### src/rtl/alu_arbiter.sv
// alu_arbiter: shares one combinational ALU between R requesters.
// Each request is granted in IDLE, executed from registered operands in
// EXEC, and returned on a tagged response channel in RESP.
// Build option: define ALU_ARB_FIXED_PRIO_EN for fixed lowest-index-wins
// priority. Otherwise a round-robin pointer is built.
module alu_arbiter #(
    parameter int N = 4,
    parameter int R = 4,
    localparam int IW = (R > 1) ? $clog2(R) : 1
) (
    input  logic           clk,
    input  logic           rst,
    input  logic [R-1:0]   req_valid,
    output logic [R-1:0]   req_ready,
    input  logic [4*R-1:0] req_op,
    input  logic [N*R-1:0] req_a,
    input  logic [N*R-1:0] req_b,
    output logic           rsp_valid,
    input  logic           rsp_ready,
    output logic [IW-1:0]  rsp_id,
    output logic [N-1:0]   rsp_result,
    output logic [1:0]     rsp_flags,
    output logic           rsp_err,
    output logic [N-1:0]   alu_a,
    output logic [N-1:0]   alu_b,
    output logic [3:0]     alu_select,
    input  logic [N-1:0]   alu_result,
    input  logic [1:0]     alu_flags
);

    typedef enum logic [1:0] {
        IDLE = 2'd0,
        EXEC = 2'd1,
        RESP = 2'd2
    } state_t;

    state_t state, state_next;

    logic          grant_valid;
    logic [IW-1:0] grant_idx;
    logic          handshake;

    logic [3:0]    sel_op;
    logic [N-1:0]  sel_a;
    logic [N-1:0]  sel_b;

    logic [3:0]    op_q;
    logic [N-1:0]  a_q;
    logic [N-1:0]  b_q;
    logic [IW-1:0] id_q;
    logic [N-1:0]  rsp_result_q;
    logic [1:0]    rsp_flags_q;
    logic          rsp_err_q;

    // Opcodes 10..15 have no ALU function.
    logic op_illegal;
    assign op_illegal = (op_q >= 4'd10);

`ifdef ALU_ARB_FIXED_PRIO_EN
    // Fixed priority: the lowest valid index wins.
    always_comb begin
        grant_valid = 1'b0;
        grant_idx   = '0;
        for (int i = R - 1; i >= 0; i--) begin
            if (req_valid[IW'(i)]) begin
                grant_valid = 1'b1;
                grant_idx   = IW'(i);
            end
        end
    end
`else
    logic [IW-1:0] ptr;

    // Round-robin: first valid index after the last grant, wrapping R-1 -> 0.
    always_comb begin
        int cand;
        // NOTE: every variable assigned in a combinational block gets a
        // default first; otherwise an unassigned path infers a latch.
        grant_valid = 1'b0;
        grant_idx   = '0;
        cand        = 0;
        for (int k = 1; k <= R; k++) begin
            cand = int'(ptr) + k;
            if (cand >= R) cand = cand - R;
            if (!grant_valid && req_valid[IW'(cand)]) begin
                grant_valid = 1'b1;
                grant_idx   = IW'(cand);
            end
        end
    end

    // Pointer remembers the last granted requester; moves only on handshake.
    always_ff @(posedge clk or posedge rst) begin
        if (rst) ptr <= IW'(R - 1);
        else if (handshake) ptr <= grant_idx;
    end
`endif

    assign handshake = (state == IDLE) && grant_valid;

    // Mux the granted requester's opcode and operands out of the packed buses.
    always_comb begin
        sel_op = '0;
        sel_a  = '0;
        sel_b  = '0;
        for (int i = 0; i < R; i++) begin
            if (IW'(i) == grant_idx) begin
                sel_op = req_op[4*i +: 4];
                sel_a  = req_a[N*i +: N];
                sel_b  = req_b[N*i +: N];
            end
        end
    end

    // State register.
    always_ff @(posedge clk or posedge rst) begin
        // NOTE: clocked state uses non-blocking assignments so every register
        // samples pre-edge values regardless of statement order.
        if (rst) state <= IDLE;
        else     state <= state_next;
    end

    // Next-state logic.
    always_comb begin
        state_next = state;
        unique case (state)
            IDLE:    if (handshake) state_next = EXEC;
            EXEC:    state_next = RESP;
            RESP:    if (rsp_ready) state_next = IDLE;
            default: state_next = IDLE;
        endcase
    end

    // Output logic: grant only in IDLE, response valid only in RESP.
    always_comb begin
        req_ready = '0;
        rsp_valid = 1'b0;
        unique case (state)
            IDLE:    if (grant_valid) req_ready[grant_idx] = 1'b1;
            RESP:    rsp_valid = 1'b1;
            default: ;
        endcase
    end

    // Operand capture on handshake; result capture at the end of EXEC.
    always_ff @(posedge clk or posedge rst) begin
        if (rst) begin
            op_q         <= '0;
            a_q          <= '0;
            b_q          <= '0;
            id_q         <= '0;
            rsp_result_q <= '0;
            rsp_flags_q  <= '0;
            rsp_err_q    <= 1'b0;
        end else begin
            if (handshake) begin
                op_q <= sel_op;
                a_q  <= sel_a;
                b_q  <= sel_b;
                id_q <= grant_idx;
            end
            if (state == EXEC) begin
                if (op_illegal) begin
                    rsp_result_q <= '0;
                    rsp_flags_q  <= 2'b00;
                    rsp_err_q    <= 1'b1;
                end else begin
                    rsp_result_q <= alu_result;
                    rsp_flags_q  <= alu_flags;
                    rsp_err_q    <= 1'b0;
                end
            end
        end
    end

    assign alu_select = op_q;
    assign alu_a      = a_q;
    assign alu_b      = b_q;
    assign rsp_id     = id_q;
    assign rsp_result = rsp_result_q;
    assign rsp_flags  = rsp_flags_q;
    assign rsp_err    = rsp_err_q;

endmodule

### config.mk
export PLATFORM = sky130hd
export DESIGN_NAME = alu_arbiter
export DESIGN_NICKNAME = d
export VERILOG_FILES = /design/src/rtl/alu_arbiter.sv
export SDC_FILE = /design/constraint.sdc
export NUM_CORES = 1
export LEC_CHECK = 0
export BUFFER_PORTS_ARGS = -buffer_cell sky130_fd_sc_hd__buf_2
export CAP_MARGIN = 20
export CORE_ASPECT_RATIO = 0.7
export CORE_MARGIN = 2
export CORE_UTILIZATION = 38
export CTS_CLUSTER_SIZE = 28
export DETAILED_ROUTE_END_ITERATION = 7
export PLACE_DENSITY = 0.76
export SYNTH_ARGS = -nofsm -noshare
export SYNTH_HDL_FRONTEND = slang
export SYNTH_SLANG_ARGS = --single-unit
### constraint.sdc
create_clock -name clk -period 1.8 [get_ports clk]
set_clock_uncertainty 0.2 [all_clocks]
set_input_delay 0.09 -clock clk [delete_from_list [all_inputs] [get_ports clk]]
set_output_delay 0.09 -clock clk [all_outputs]
set_load 0.01 [all_outputs]
# After elaboration in Yosys (flattened, before gate mapping)

Index checks and enable logic that the tools add are counted.
W data, S select, Z words.

Register bits after elaboration: 25
Word-level logic and storage cells: 93

Add/sub/neg operators: 8
$lt $le $gt $ge: 11
Eq/ne operators: 7
Mux-type cells: 47
Reduce and logical (&&, ||, !) cells: 11

Operators by type and width:

| cell                  | number |
|---|---|
| $mux W4               | 15 |
| $mux W2               | 11 |
| $lt A2 B4 Y1 const B  | 4 |
| $mux W1               | 15 |
| $ge A3 B3 Y1 const B  | 3 |
| $bmux W1 S2           | 4 |
| $sub A2 B1 Y2 const B | 4 |
| $add A2 B2 Y3 const B | 2 |
| $pmux W2 S3           | 1 |
| $logic_and A1 B1 Y1   | 5 |
| $add A2 B3 Y4 const B | 1 |
| $eq A2 B2 Y1 const A  | 2 |
| $ge A4 B3 Y1 const B  | 1 |
| $ge A4 B4 Y1 const B  | 1 |
| $logic_not A2 Y1      | 2 |
| $ne A2 B2 Y1 const B  | 2 |
| $add A2 B1 Y3 const B | 1 |
| $logic_not A1 Y1      | 3 |
| $lt A2 B3 Y1 const B  | 1 |
| $demux W1 S2          | 1 |
| $eq A1 B2 Y1 const A  | 1 |
| $eq A2 B1 Y1 const B  | 1 |
| $eq A2 B2 Y1 const B  | 1 |
| $ge A2 B1 Y1 const B  | 1 |
| $reduce_and A2 Y1     | 1 |

# Depth between registers and ports, before layout

Word-level depth: 22
Mapped depth: 7
Gate-level depth less buffers: 5

# Least setup slack after synthesis

Ideal clock, no wire load.

Kind: flip-flop to flip-flop
Start: register ptr[0]
End: register a_q[0], in the netlist alu_a[0]
Arrival time: 1.406 ns
Data required time: 1.462 ns
Slack: 0.057 ns
Stages on the path, launching flop included: 8
Buffers on the path: 2
Clock period less this slack: 1.743 ns
Cell sequence: dfstp_2 > nand2b_1 > a21o_1 > o311ai_2 > buf_6 > buf_12 > mux2i_1 > o221ai_1

Word-level cells in the longest chain between the ends: 21
Elaborated cells on any way between the ends: 51
Those cells by class: add/sub: 8; order compare: 4; eq/ne: 3; mux: 28; reduce/logical: 8

RTL lines:

| element                                              | line | source |
|---|---|---|
| start: declaration                                   | 72   | `logic [IW-1:0] ptr;` |
| start signal: assignment                             | 94   | `if (rst) ptr <= IW'(R - 1);` |
| start signal: assignment                             | 95   | `else if (handshake) ptr <= grant_idx;` |
| $add A2 B1 Y3                                        | 83   | `cand = int'(ptr) + k;` |
| $ge A3 B3 Y1 / $sub A2 B1 Y2 (equally long branches) | 84   | `if (cand >= R) cand = cand - R;` |
| $mux W2                                              | 84   |  |
| $bmux W1 S2                                          | 85   | `if (!grant_valid && req_valid[IW'(cand)]) begin` |
| $mux W1 (not written as such) (2 in series)          | 85   |  |
| $mux W1                                              | 85   |  |
| $logic_not A1 Y1                                     | 85   |  |
| $logic_and A1 B1 Y1                                  | 85   |  |
| $mux W1                                              | 85   |  |
| $logic_not A1 Y1                                     | 85   |  |
| $logic_and A1 B1 Y1                                  | 85   |  |
| $mux W1                                              | 85   |  |
| $logic_not A1 Y1                                     | 85   |  |
| $logic_and A1 B1 Y1                                  | 85   |  |
| $mux W2                                              | 85   |  |
| $logic_not A2 Y1                                     | 107  | `if (IW'(i) == grant_idx) begin` |
| $mux W4 (4 in series)                                | 107  |  |
| end signal: assignment                               | 158  | `a_q <= sel_a;` |
| end: declaration                                     | 48   | `logic [N-1:0] a_q;` |

Parallel ways exist; a longest one is shown, timed or not. The select of a mux whose other input is x is not followed.
A chain may end at the register's enable or synchronous reset.

# Worst setup path in the final report

Start: register ptr[0]
End: output port req_ready[3]

Word-level cells in the longest chain between the ends: 22
Elaborated cells on any way between the ends: 49
Those cells by class: add/sub: 8; order compare: 6; mux: 28; reduce/logical: 7

RTL lines:

| element                                                                   | line | source |
|---|---|---|
| $add A2 B1 Y3                                                             | 83   |  |
| $ge A3 B3 Y1 / $sub A2 B1 Y2 (equally long branches)                      | 84   |  |
| $mux W2                                                                   | 84   |  |
| $bmux W1 S2                                                               | 85   |  |
| $mux W1 (not written as such) (2 in series)                               | 85   |  |
| $mux W1                                                                   | 85   |  |
| $logic_not A1 Y1                                                          | 85   |  |
| $logic_and A1 B1 Y1                                                       | 85   |  |
| [5 not listed]                                                            | --   |  |
| $logic_and A1 B1 Y1                                                       | 85   |  |
| $mux W2                                                                   | 85   |  |
| $lt A2 B3 Y1 (not written as such) / $ge A2 B1 Y1 (equally long branches) | 139  | `IDLE: if (grant_valid) req_ready[grant_idx] = 1'b1;` |
| $logic_and A1 B1 Y1 (not written as such)                                 | 139  |  |
| $mux W1 (not written as such)                                             | 139  |  |
| $demux W1 S2                                                              | 139  |  |
| $mux W4 *                                                                 | 139  |  |
| $mux W4 *                                                                 | 138  | `unique case (state)` |
| end: declaration                                                          | 14   | `output logic [R-1:0] req_ready,` |

Every way passes the cells marked *; elsewhere a longest branch is shown, timed or not. The select of a mux whose other input is x is not followed.

==> impl_metrics.env <==
export IMPL_setup_viol_count_final=16
export IMPL_period_share_pct=111
export IMPL_ir_drop_uv=754
export IMPL_r2r_start="ptr[0]"
export IMPL_initial_core_util_pct=40.9
export IMPL_period_minus_slack_ns=2.00
export IMPL_critPathRequiredTime_ns=1.51
export IMPL_ant_nets=0
export IMPL_avgSynthCellArea_um2=10.7
export IMPL_gp_congestion=0.708
export IMPL_cts_sinks=25
export IMPL_relSlewSlack_pct=68.5
export IMPL_row_count=17
export IMPL_dr_wl_met3_um=476
export IMPL_slew_violations=0
export IMPL_insertion_delay_ns=0.27
export IMPL_io_pins=87
export IMPL_rr_worst_depth=7
export IMPL_clockRootBuffer="clkbuf_8"
export IMPL_syn_nets=186
export IMPL_drc_errors=0
export IMPL_io_buffers=86
export IMPL_wl_met1_mm=2.17
export IMPL_cts_inserted_buffers=3
export IMPL_tritoncts="yes"
export IMPL_wl_per_cell_um=18.1
export IMPL_via_count=1716
export IMPL_drive_gt1_share_pct=43.7
export IMPL_gr_total_overflow=0
export IMPL_grt_max_degree=26
export IMPL_nets=341
export IMPL_routed_wl_met2_mm=2.96
export IMPL_critPathCaptureType="output pin"
export IMPL_netlist_area_um2=1330
export IMPL_ys_ff_latch=25
export IMPL_min_delay_path_depth=4
export IMPL_worst_slew_pin_transition_ns=0.470
export IMPL_antenna_found_initial=0
export IMPL_status="complete, but fails checks"
export IMPL_p_per_area_nw_per_um2=1370
export IMPL_core_area_um2=3250
export IMPL_chipWidth_um=74.7
export IMPL_ys_types=26
export IMPL_grt_pass1_wl_mm=8.98
export IMPL_drtIter0Drc=76
export IMPL_min_delay_start="req_valid[2]"
export IMPL_critical_path_arrival_ns=1.71
export IMPL_critPathLaunchType="flop"
export IMPL_holdWs_ns=0.143
export IMPL_synth_warnings=0
export IMPL_hold_violations=0
export IMPL_p_leak_nw=1.33
export IMPL_timing_fmax_mhz=501
export IMPL_maxCapViolations=0
export IMPL_wl_mm=5.93
export IMPL_dp_final_hpwl_mm=2.70
export IMPL_syn_instance_count=125
export IMPL_ff2ff_setup_slack_ns=-0.19
export IMPL_hold_path_class="in2reg"
export IMPL_critPathMaxFanout=8
export IMPL_syn2layout_area_growth_pct=95.6
export IMPL_path_class="reg2out"
export IMPL_h_tree_depth=1
export IMPL_violations="negative setup slack"
export IMPL_setup_ws_ns=-0.197
export IMPL_rr_endpoint="alu_select[0]"
export IMPL_clk_path_buf_depth=2
export IMPL_top_layer_used="met4"
export IMPL_setup_tns_ns=-2.35
export IMPL_grt_setup_unrepaired="yes"
export IMPL_dieHeight_um=53.5
export IMPL_grt_pass1_vias=1857
export IMPL_die_area_um2=4000
export IMPL_drt_first_pass_iters=4
export IMPL_vias_per_cell=5.25
export IMPL_track_usage_pct=31.6
export IMPL_holdPathEnd="state[0]"
export IMPL_clkTransAtPathRegs_ns=0.09
export IMPL_seq_area_frac_synth_pct=47.2
-- flip-flops by register name, indices dropped and copies added, names as in the netlist --
name / count
rsp_result: 4
rsp_err: 1
alu_a: 4
ptr: 2
state: 2
alu_select: 4
rsp_id: 2
alu_b: 4
rsp_flags: 2
-- report_power, final --
group          internal (mW)  total [mW]  leakage [nW]  switching [mW]
Sequential             0.860        1.05         0.304           0.188
Combinational           1.09        2.16          1.00            1.08
Clock                  0.155       0.347        0.0255           0.191
Total                   2.10        3.56          1.33            1.46
-- layout by cell type, fill, tap and decap left out, types with 3 or more instances in the layout --
| cell type | netlist | layout |
|---|---|---|
| nand2_1 | 16 | 16 |
| clkbuf_8 | 0 | 3 |
| mux2i_1 | 24 | 21 |
| buf_2 | 3 | 85 |
| buf_4 | 0 | 11 |
| nand2b_1 | 5 | 3 |
| a22o_1 | 6 | 6 |
| dfrtp_1 | 23 | 23 |
| mux2i_2 | 0 | 3 |
| dlygate4sd3_1 | 0 | 56 |
| nor2_1 | 12 | 10 |
| inv_1 | 3 | 3 |
| o221ai_1 | 12 | 11 |
-- per-layer routing --
metal / global-route usage [%] / up-vias
met5: 0 / -
met4: 20.2 / 0
met3: 8.95 / 33
met2: 58.1 / 117
met1: 31.7 / 799
li1: - / 767
-- repair_timing --
action                                 CTS  global route
resized for setup                        8             6
setup endpoints to repair               14            18
gates cloned                             1             0
hold buffers                            56             0
endpoints found under the hold margin   44             0
pin swaps                                7             4
buffers inserted                         9             0
-- cell type report --
type / count / area (um^2)
well taps: 47 / 58.8
clock buffers: 3 / 41.3
fillers: 201 / 651
multi-input cells: 89 / 694
clock inverters: 1 / 5.00
diodes: 1 / 2.50
repair buffers: 157 / 1160
inverters: 4 / 15.0
flip-flops and latches: 25 / 628
-- synthesized netlist by cell type, drive strengths merged --
library cell	instances	share of area, %
a211o	1	0.66
a21o	1	0.56
a21oi	2	0.75
a22o	6	3.9
and3	1	0.47
buf	5	3.5
clkbuf	2	0.56
dfrtp	23	43
dfstp	2	3.9
inv	4	1.1
mux2i	24	18
nand2	17	5.0
nand2b	5	2.3
nor2	12	3.4
nor2b	3	1.6
o21a	1	0.56
o21ai	2	0.75
o221ai	12	7.9
o22ai	1	0.47
o311ai	1	1.2
-- how the worst max path moves through the flow --
| stage | endpoint | slack [ns] | start | cells after the start |
|---|---|---|---|---|
| finish | req_ready[3] | -0.20 | ptr[0] | 6 |
| global route | req_ready[3] | -0.27 | ptr[0] | 6 |
| CTS | req_ready[3] | -0.16 | ptr[0] | 6 |
| detailed placement | alu_a[0] | -0.05 | ptr[0] | 6 |
| global placement | alu_select[2] | 0.02 | ptr[0] | 6 |
| floorplan | alu_a[0] | 0.06 | ptr[0] | 7 |
-- worst max-delay path, cell delays in order, from the launching register on --
cell and delay (ns):
dfstp_2 0.57, nand2b_4 0.13, a21o_1 0.16, o311ai_4 0.12, buf_12 0.17, and3_4 0.17, buf_6 0.11
-- kinds of logic (layout without fill, tap and decap cells) --
group           Yosys count  count (layout)  share of synthesized area, %
buf+inv                  11             165                          5.17
simple gates             38              38                          12.8
mux                      24              24                          18.0
other cells               0               1                             0
flops                    25              25                          47.2
compound gates           27              27                          16.8
-- metrics by stage --
step                cells  util (%)  power (mW)  cell area, um^2  setup WS [ns]
global route          326      79.9        3.78             2600         -0.268
floorplan             125         -        2.11             1330         0.0566
CTS                   326      79.2        3.42             2580         -0.161
global placement      256      56.5        2.66             1840         0.0150
detailed placement    256      56.5        2.70             1840        -0.0490
finish                327      80.0        3.56             2600         -0.197
Note: power is estimated with default switching activity, not from simulation.
